==> src/rtl/shifter_pkg.sv <==
// Shared op encodings and width helpers for the pipelined shifter.
// Imported by shift_stage and pipelined_shifter.
package shifter_pkg;

   localparam logic [2:0] OP_SLL = 3'd0;
   localparam logic [2:0] OP_ROL = 3'd1;
   localparam logic [2:0] OP_SRL = 3'd2;
   localparam logic [2:0] OP_SRA = 3'd3;
   localparam logic [2:0] OP_ROR = 3'd4;

   // ceil(log2(w)); w is a power of two here, so this is exact.
   function automatic int log2w(input int w);
      int r;
      r = 0;
      for (int i = 0; i < 31; i++) begin
         if ((1 << i) < w) r = i + 1;
      end
      return r;
   endfunction

   function automatic logic op_illegal(input logic [2:0] op);
      return op > OP_ROR;
   endfunction

   function automatic logic op_right(input logic [2:0] op);
      return (op == OP_SRL) || (op == OP_SRA);
   endfunction

endpackage

==> src/rtl/shift_stage.sv <==
// One combinational log-step of the shifter: shifts by DIST when en is set.
// Optional sticky output (PIPELINED_SHIFTER_STICKY_EN) flags bits lost off bit 0.
module shift_stage
   import shifter_pkg::*;
#(
   parameter int WIDTH = 64,
   parameter int DIST  = 1
) (
   input  logic [WIDTH-1:0] in_data,
   input  logic             en,
   input  logic [2:0]       op,
   output logic [WIDTH-1:0] out_data
`ifdef PIPELINED_SHIFTER_STICKY_EN
   ,
   output logic             sticky
`endif
);

   // Select the shifted/rotated form for this step; reserved ops pass through.
   always_comb begin
      out_data = in_data;
      if (en) begin
         case (op)
            OP_SLL:  out_data = {in_data[WIDTH-DIST-1:0], {DIST{1'b0}}};
            OP_ROL:  out_data = {in_data[WIDTH-DIST-1:0],
                                 in_data[WIDTH-1:WIDTH-DIST]};
            OP_SRL:  out_data = {{DIST{1'b0}}, in_data[WIDTH-1:DIST]};
            OP_SRA:  out_data = {{DIST{in_data[WIDTH-1]}},
                                 in_data[WIDTH-1:DIST]};
            OP_ROR:  out_data = {in_data[DIST-1:0], in_data[WIDTH-1:DIST]};
            default: out_data = in_data;
         endcase
      end
   end

`ifdef PIPELINED_SHIFTER_STICKY_EN
   // Bits falling off the bottom only count for logical/arithmetic right shifts.
   always_comb begin
      sticky = en && op_right(op) && (|in_data[DIST-1:0]);
   end
`endif

endmodule

==> src/rtl/pipelined_shifter.sv <==
// Two-register pipelined barrel shifter with valid/ready flow control.
// Optional macro PIPELINED_SHIFTER_STICKY_EN adds the out_sticky output.
module pipelined_shifter
   import shifter_pkg::*;
#(
   parameter int WIDTH = 64,
   parameter int SPLIT = 3
) (
   input  logic                     clock,
   input  logic                     reset,
   input  logic                     in_valid,
   output logic                     in_ready,
   input  logic [WIDTH-1:0]         in_data,
   input  logic [log2w(WIDTH)-1:0]  in_amount,
   input  logic [2:0]               in_op,
   output logic                     out_valid,
   input  logic                     out_ready,
   output logic [WIDTH-1:0]         out_result,
   output logic                     out_zero,
   output logic                     out_illegal
`ifdef PIPELINED_SHIFTER_STICKY_EN
   ,
   output logic                     out_sticky
`endif
);

   localparam int AW = log2w(WIDTH);
   localparam int HW = AW - SPLIT;

   logic                  s1_advance;

   logic                  s1_valid_q, s1_valid_d;
   logic [WIDTH-1:0]      s1_data_q, s1_data_d;
   logic [2:0]            s1_op_q, s1_op_d;
   logic [HW-1:0]         s1_amt_q, s1_amt_d;

   logic                  s2_valid_q, s2_valid_d;
   logic [WIDTH-1:0]      s2_result_q, s2_result_d;
   logic                  s2_zero_q, s2_zero_d;
   logic                  s2_illegal_q, s2_illegal_d;

   logic [SPLIT:0][WIDTH-1:0] lo_chain;
   logic [HW:0][WIDTH-1:0]    hi_chain;

`ifdef PIPELINED_SHIFTER_STICKY_EN
   logic [SPLIT-1:0]      lo_stk;
   logic [HW-1:0]         hi_stk;
   logic                  s1_sticky_q, s1_sticky_d;
   logic                  s2_sticky_q, s2_sticky_d;
`endif

   assign lo_chain[0] = in_data;
   assign hi_chain[0] = s1_data_q;

   // Stage 1 applies the low amount bits straight off the input.
   for (genvar i = 0; i < SPLIT; i++) begin : g_lo
      shift_stage #(
         .WIDTH (WIDTH),
         .DIST  (1 << i)
      ) u_stage (
         .in_data  (lo_chain[i]),
         .en       (in_amount[i]),
         .op       (in_op),
         .out_data (lo_chain[i+1])
`ifdef PIPELINED_SHIFTER_STICKY_EN
         ,
         .sticky   (lo_stk[i])
`endif
      );
   end

   // Stage 2 applies the remaining amount bits carried in s1_amt_q.
   for (genvar j = 0; j < HW; j++) begin : g_hi
      shift_stage #(
         .WIDTH (WIDTH),
         .DIST  (1 << (SPLIT + j))
      ) u_stage (
         .in_data  (hi_chain[j]),
         .en       (s1_amt_q[j]),
         .op       (s1_op_q),
         .out_data (hi_chain[j+1])
`ifdef PIPELINED_SHIFTER_STICKY_EN
         ,
         .sticky   (hi_stk[j])
`endif
      );
   end

   // Backpressure depends only on stage state and out_ready, never in_valid.
   assign s1_advance = !s2_valid_q || out_ready;
   assign in_ready   = !s1_valid_q || s1_advance;

   // Stage 1 next state: load on accept, empty when advancing without input.
   always_comb begin
      s1_valid_d = s1_valid_q;
      s1_data_d  = s1_data_q;
      s1_op_d    = s1_op_q;
      s1_amt_d   = s1_amt_q;
`ifdef PIPELINED_SHIFTER_STICKY_EN
      s1_sticky_d = s1_sticky_q;
`endif
      if (in_ready) begin
         s1_valid_d = in_valid;
         if (in_valid) begin
            s1_data_d = lo_chain[SPLIT];
            s1_op_d   = in_op;
            s1_amt_d  = in_amount[AW-1:SPLIT];
`ifdef PIPELINED_SHIFTER_STICKY_EN
            s1_sticky_d = |lo_stk;
`endif
         end
      end
   end

   // Stage 2 next state: results are held while the consumer stalls.
   always_comb begin
      s2_valid_d   = s2_valid_q;
      s2_result_d  = s2_result_q;
      s2_zero_d    = s2_zero_q;
      s2_illegal_d = s2_illegal_q;
`ifdef PIPELINED_SHIFTER_STICKY_EN
      s2_sticky_d  = s2_sticky_q;
`endif
      if (s1_advance) begin
         s2_valid_d = s1_valid_q;
         if (s1_valid_q) begin
            s2_result_d  = hi_chain[HW];
            s2_zero_d    = (hi_chain[HW] == '0);
            s2_illegal_d = op_illegal(s1_op_q);
`ifdef PIPELINED_SHIFTER_STICKY_EN
            s2_sticky_d  = s1_sticky_q | (|hi_stk);
`endif
         end
      end
   end

   // Pipeline registers; reset drops any in-flight work.
   always_ff @(posedge clock) begin
      if (reset) begin
         s1_valid_q   <= 1'b0;
         s1_data_q    <= '0;
         s1_op_q      <= '0;
         s1_amt_q     <= '0;
         s2_valid_q   <= 1'b0;
         s2_result_q  <= '0;
         s2_zero_q    <= 1'b0;
         s2_illegal_q <= 1'b0;
`ifdef PIPELINED_SHIFTER_STICKY_EN
         s1_sticky_q  <= 1'b0;
         s2_sticky_q  <= 1'b0;
`endif
      end else begin
         s1_valid_q   <= s1_valid_d;
         s1_data_q    <= s1_data_d;
         s1_op_q      <= s1_op_d;
         s1_amt_q     <= s1_amt_d;
         s2_valid_q   <= s2_valid_d;
         s2_result_q  <= s2_result_d;
         s2_zero_q    <= s2_zero_d;
         s2_illegal_q <= s2_illegal_d;
`ifdef PIPELINED_SHIFTER_STICKY_EN
         s1_sticky_q  <= s1_sticky_d;
         s2_sticky_q  <= s2_sticky_d;
`endif
      end
   end

   assign out_valid   = s2_valid_q;
   assign out_result  = s2_result_q;
   assign out_zero    = s2_zero_q;
   assign out_illegal = s2_illegal_q;
`ifdef PIPELINED_SHIFTER_STICKY_EN
   assign out_sticky  = s2_sticky_q;
`endif

endmodule

==> config.mk <==
export PLATFORM = sky130hd
export DESIGN_NAME = pipelined_shifter
export DESIGN_NICKNAME = d
export VERILOG_FILES = /design/src/rtl/shifter_pkg.sv /design/src/rtl/shift_stage.sv /design/src/rtl/pipelined_shifter.sv
export SDC_FILE = /design/constraint.sdc
export NUM_CORES = 1
export LEC_CHECK = 0
export ABC_AREA = 1
export ABC_CLOCK_PERIOD_IN_PS = 2370
export BUFFER_PORTS_ARGS = -buffer_cell sky130_fd_sc_hd__buf_2
export CAP_MARGIN = 20
export CORE_MARGIN = 1
export CORE_UTILIZATION = 32
export CTS_CLUSTER_DIAMETER = 120
export DETAILED_ROUTE_END_ITERATION = 10
export PLACE_DENSITY_LB_ADDON = 0.3
export SETUP_SLACK_MARGIN = 0.3
export SYNTH_ARGS = -nofsm -noshare
export SYNTH_HDL_FRONTEND = slang
export SYNTH_SLANG_ARGS = --single-unit
==> constraint.sdc <==
create_clock -name clock -period 2.37 [get_ports clock]
set_input_delay 0.237 -clock clock [delete_from_list [all_inputs] [get_ports clock]]
set_output_delay 0.237 -clock clock [all_outputs]
set_load 0.03 [all_outputs]
; ---- Word level (Yosys, flattened, before mapping)
; Index checks and enable logic that the tools add are counted.
[word_totals]
input_bits = 77
output_inout_bits = 68
word_cells = 39
ff_bits = 138
[op_classes]
reduce_logical = 10
muxes = 12
n_eq_ne = 8
order_cmp = 1
[ops]
columns = cell, n
row1 = case mux 64 bit (5 select lines), 5
row2 = two-way mux 64 bit, 6
row3 = case mux 64 bit (4 select lines), 1
row4 = logical NOT 64 bit, 1
row5 = == test 3 x 2 -> 1 bit (second input constant), 4
row6 = == test 3 x 1 -> 1 bit (second input constant), 2
row7 = == test 3 bit (second input constant), 2
row8 = logical NOT 3 bit, 2
row9 = AND reduction 2 bit, 2
row10 = greater-than comparator 3 bit (second input constant), 1
row11 = logical NOT 1 bit, 2
row12 = logical OR 1 bit, 2
row13 = OR reduction 2 bit, 1

; ---- Depth between registers and ports, before layout
[logic_depth]
word_depth = 8
depth_mapped = 19
ltp_nobuf = 18

; ---- By module
; Synthesis repeated with hierarchy kept, for this count alone.
[unflattened]
cells_unflattened = 3020
hier_area_um2 = 15113.2
[modules_own_cells]
columns = mod, cells_per_inst, instances, area_per_inst_um2
row1 = pipelined_shifter, 655, 1, 4996.0
row2 = shift_stage at g_hi[0].u_stage, 430, 1, 1864.3
row3 = shift_stage at g_hi[1].u_stage, 430, 1, 1860.5
row4 = shift_stage at g_lo[0].u_stage, 418, 1, 1721.7
row5 = shift_stage at g_lo[2].u_stage, 366, 1, 1605.3
row6 = shift_stage at g_lo[1].u_stage, 365, 1, 1590.3
row7 = shift_stage at g_hi[2].u_stage, 356, 1, 1475.2

; ---- Least setup slack after synthesis
; No wires, ideal clock.
[synth_path]
kind = register -> register
from = register s1_op_q[2]
to = register s2_zero_q (netlist: out_zero)
setup_time_ns = 0.070
arrival_ns = 2.013
path_buffers = 3
setup_slack_ns = 0.286
path_stages_with_launch = 20
t_required_ns = 2.300
cell_sequence = dfxtp_1 buf_2 inv_1 nor2_2 nor2_1 buf_2 buf_4 nand2_1 nand2_1 nand3_1 nand3_1 nand3_1 nand2_1 nor2_1 nand3_1 nor2_1 nand3_1 nor2_1 nand3_1 a21oi_1
[synth_via]
elab_chain_len = 8
word_cells_on_any_way = 13
classes_between = eq/ne: 4 / mux: 6 / reduce/logical: 3
[synth_rtl]
columns = item, line
row1 = from (decl), pipelined_shifter.sv:34  ; logic [2:0] s1_op_q, s1_op_d;
row2 = from (signal assigned), pipelined_shifter.sv:155  ; s1_op_q <= s1_op_d;
row3 = "== test 3 bit, or another cell as far along", shift_stage.sv:23  ; case (op)
row4 = case mux 64 bit (5 select lines), shift_stage.sv:23
row5 = two-way mux 64 bit, shift_stage.sv:22  ; if (en) begin
row6 = case mux 64 bit (5 select lines), shift_stage.sv:23
row7 = two-way mux 64 bit, shift_stage.sv:22
row8 = case mux 64 bit (4 select lines), shift_stage.sv:23
row9 = two-way mux 64 bit *, shift_stage.sv:22
row10 = logical NOT 64 bit *, pipelined_shifter.sv:128  ; s2_zero_d = (hi_chain[HW] == '0);
row11 = to (signal assigned), pipelined_shifter.sv:159  ; s2_zero_q <= s2_zero_d;
row12 = to (decl), pipelined_shifter.sv:39  ; logic s2_zero_q, s2_zero_d;
; Mark *: on every way between the ends. The rest lies on a longest branch, timed or not.
; A chain may end at the register's enable or synchronous reset.

; ---- Worst setup path after layout
; Ends and elaborated chain as after synthesis.

==> load_flow_metrics.sql <==
INSERT INTO impl_metrics (metric_group, metric, value, unit) VALUES
('outcome', 'failed_checks', 'setup timing', ''),
('run', 'timing.max_cap.violations', '0', ''),
('synth', 'synthesized_area_per_cell', '5.39', 'um2'),
('floorplan', 'fp.dieArea', '41400', 'um2'),
('synth', 'ys_seq_elements', '138', ''),
('pwr', 'power.leakage', '0.00857', 'uW'),
('sta', 'timing_hold_violations_final', '0', ''),
('sta', 'worst_slack', '-24.2', 'ps'),
('critical_path', 'reg2reg_to', 'out_zero', ''),
('floorplan', 'die_w', '203', 'um'),
('critical_path', 'reg2reg_setup_slack', '-20', 'ps'),
('critical_path', 'timing.critical_path.fanout_max', '26', ''),
('sta', 'worst_pin_slew', '823', 'ps'),
('min_path', 'min_delay_worst_endpoint', 's1_amt_q[2]', ''),
('critical_path', 'worst-r2r-cell-count', '18', ''),
('sta', 'worst_slew_margin_rel', '0.451', ''),
('critical_path', 'worstPathBufferInverterCount', '3', ''),
('layout', 'fin_nets', '2762', ''),
('grt', 'grt_first_pass_wirelength', '94900', 'um'),
('critical_path', 'path_class', 'reg2reg', ''),
('place', 'hpwl_after_detailed_placement', '44800', 'um'),
('cts', 'cts_buffers', '17', ''),
('synth', 'syn-instance-count', '2409', ''),
('grt', 'grt_overflow_total', '0', ''),
('sta', 'grt_setup_unrepaired', 'yes', ''),
('sta', 'whs', '56.3', 'ps'),
('critical_path', 'critPathArrivalTime', '2780', 'ps'),
('place', 'port-buffer-count', '144', ''),
('grt', 'largest_net_degree_at_the_start_of_global_routing', '91', ''),
('cts', 'clock_insertion_delay_worst_skew', '450', 'ps'),
('critical_path', 'rr_startpoint', 's1_op_q[2]', ''),
('drt', 'vias_per_cell', '5.54', ''),
('synth', 'synthesis.area', '13000', 'um2'),
('drt', 'final_wirelength', '61800', 'um'),
('grt', 'grt_antenna_before_repair', '0', ''),
('drt', 'drt-wirelength-per-cell', '19.2', 'um'),
('outcome', 'outcome', 'complete, but fails checks', ''),
('layout', 'instances_no_fill', '3223', ''),
('sta', 'maxSlewViolCount', '0', ''),
('grt', 'gr-usage-all-layers', '0.294', ''),
('layout', 'num-fill-cells', '4269', ''),
('layout', 'syn_to_final_growth', '39.6', '%'),
('layout', 'antenna_cells_inserted', '0', ''),
('cts', 'clock-sinks', '138', ''),
('place', 'pre_cts_ws', '-253', 'ps'),
('critical_path', 'worst_setup_path_start_kind', 'register', ''),
('drt', 'remaining_drc_errors', '0', ''),
('cts', 'tritoncts', 'built', ''),
('cts', 'cts.reportedPaths.clkPinSlew', '80', 'ps'),
('sta', 'timing.final.setup_violations', '1', ''),
('cts', 'number_of_h_tree_levels', '4', ''),
('drt', 'first_iter_violations', '2036', ''),
('layout', 'post_route_cells_drive_above_1_share', '0.278', ''),
('drt', 'num_vias', '17800', ''),
('sta', 'finalClockSkew', '14.6', 'ps'),
('sta', 'max_fclk', '418', 'MHz'),
('cts', 'cts_buffer_depth', '2', ''),
('cts', 'clock_tree.root_cell', 'clkbuf_16', ''),
('synth', 'synth.yosys.warnings', '0', ''),
('critical_path', 'crit_required', '2750', 'ps'),
('synth', 'proportion_of_synthesized_chip_area_in_sequential_cells', '0.213', ''),
('place', 'placed_cells', '3161', ''),
('drt', 'detailed_router_iteration_count_before_antenna_repair', '7', ''),
('sta', 'fin_tns_setup', '-24.2', 'ps'),
('pwr', 'p_per_area', '578', 'nW/um2'),
('drt', 'antenna_violating_nets_post_route', '0', ''),
('critical_path', 'cp_top_family', 'simple AND/OR/NAND/NOR gates', ''),
('floorplan', 'floorplan.core_area', '39900', 'um2'),
('sta', 'final_period_minus_worst_setup_slack', '2390', 'ps'),
('critical_path', 'cpPeakStageDelay', '360', 'ps'),
('pwr', 'power.ir.vdd_worst', '453', 'uV');
## cells by family after synthesis
group / share of synthesized area
buffers and inverters: 0.117
AO/OA/AOI/OAI: 0.241
AND/OR/NAND/NOR: 0.429
flip-flops: 0.213
## worst reg2reg max path, cell delays in order (launching register included)
cell	delay, ps
dfxtp_4	360
buf_4	150
nor2_4	180
buf_6	130
nor2_4	60
buf_12	160
nand2_1	100
nand2_2	100
nand3_2	90
nand3_2	120
nand3_2	90
nand2_2	50
nor2_1	140
nand2_2	80
nor2_1	140
nand3_1	100
nor2_1	100
nand3_1	70
a21oi_1	120
## how the worst max path moves through the flow
stage               start  endpoint  cells after the start
2_1_floorplan  s1_op_q[2]  out_zero                     14
3_3_place_gp   s1_op_q[1]  out_zero                     15
3_5_place_dp   s1_op_q[1]  out_zero                     15
4_1_cts        s1_op_q[1]  out_zero                     18
5_1_grt        s1_op_q[2]  out_zero                     18
6_report       s1_op_q[2]  out_zero                     18
## synthesized netlist by cell type
cell type | instances | share of area
a21o_1 | 4 | 0.0023
a21oi_1 | 124 | 0.048
a22o_1 | 1 | 0.00067
a22oi_1 | 3 | 0.0017
a31oi_1 | 28 | 0.013
buf_1 | 14 | 0.0040
buf_2 | 34 | 0.013
buf_4 | 6 | 0.0035
buf_6 | 1 | 0.00087
clkbuf_1 | 132 | 0.038
clkinv_1 | 2 | 0.00058
dfxtp_1 | 138 | 0.21
inv_1 | 190 | 0.055
inv_2 | 5 | 0.0014
nand2_1 | 720 | 0.21
nand2_2 | 1 | 0.00048
nand3_1 | 377 | 0.15
nand3b_1 | 1 | 0.00058
nand4_1 | 1 | 0.00048
nor2_1 | 217 | 0.063
nor2_2 | 4 | 0.0019
nor2_4 | 1 | 0.00087
nor3_1 | 1 | 0.00038
o211a_1 | 1 | 0.00077
o211ai_1 | 55 | 0.032
o21a_1 | 1 | 0.00058
o21ai_0 | 247 | 0.095
o21ai_1 | 12 | 0.0046
o21ai_2 | 1 | 0.00067
o221a_2 | 5 | 0.0043
o221ai_1 | 35 | 0.024
o22ai_1 | 29 | 0.014
or2_0 | 1 | 0.00048
or2_1 | 7 | 0.0034
or2_2 | 10 | 0.0048
## stage by stage
| stage | area (um2) | total power (uW) |
|---|---|---|
| floorplan | 13000 | 5140 |
| finish | 18100 | 10500 |
| CTS | 17200 | 10100 |
| global route | 18100 | 11000 |
| global placement | 16000 | 7120 |
| detailed placement | 16000 | 7120 |
## area by class of cell
class,instances,area (um2),area share
clock buffer,17,425,0.0235
clock inverter,15,159,0.00876
inverter,197,749,0.0413
multi-input combinational,1887,9740,0.537
sequential,138,2780,0.153
tap,525,657,0.0362
timing repair buffer,444,3630,0.200
## registers in the layout (all words and copies together) (netlist names)
register	count
out_result	64
s1_data_q	64
s1_amt_q	3
s1_op_q	3
out_illegal	1
out_valid	1
out_zero	1
s1_valid_q	1
## routing by layer
layer	up-vias	track usage	routed length (um)	share of wire
li1	8604	-	-	-
met1	8416	0.394	27100	0.44
met2	728	0.486	28700	0.47
met3	97	0.0420	4400	0.071
met4	0	0.0875	1590	0.026
met5	-	0	0	0
## power breakdown
| part | switching (uW) | internal, uW | leakage (uW) |
|---|---|---|---|
| logic | 3080 | 1930 | 0.00715 |
| registers | 192 | 2510 | 0.00114 |
| clock network | 1280 | 1490 | 0.000282 |
## layout by cell type (no fill, tap or decap), drive strengths merged
master and instances:
o21ai 260, or2 18, o211ai 55, a22o 1, a22oi 3, clkinv 5, nand3 377, clkbuf 19
buf 440, nand2 721, o21a 1, nor2 222, bufbuf 2, a31oi 28, nand3b 1, o221a 5
dfxtp 138, a21oi 124, bufinv 1, clkinvlp 2, a21o 4, nand4 1, o22ai 29, o211a 1
inv 204, nor3 1, o221ai 35
## what timing repair did
item	in CTS	in global routing
pin swaps	26	21
hold endpoints to repair	0	0
hold buffers	0	0
setup buffers	10	12
endpoints found under the setup margin	59	114
resized for setup	92	257
gates cloned	6	2
(Power assumes the default switching activity.)
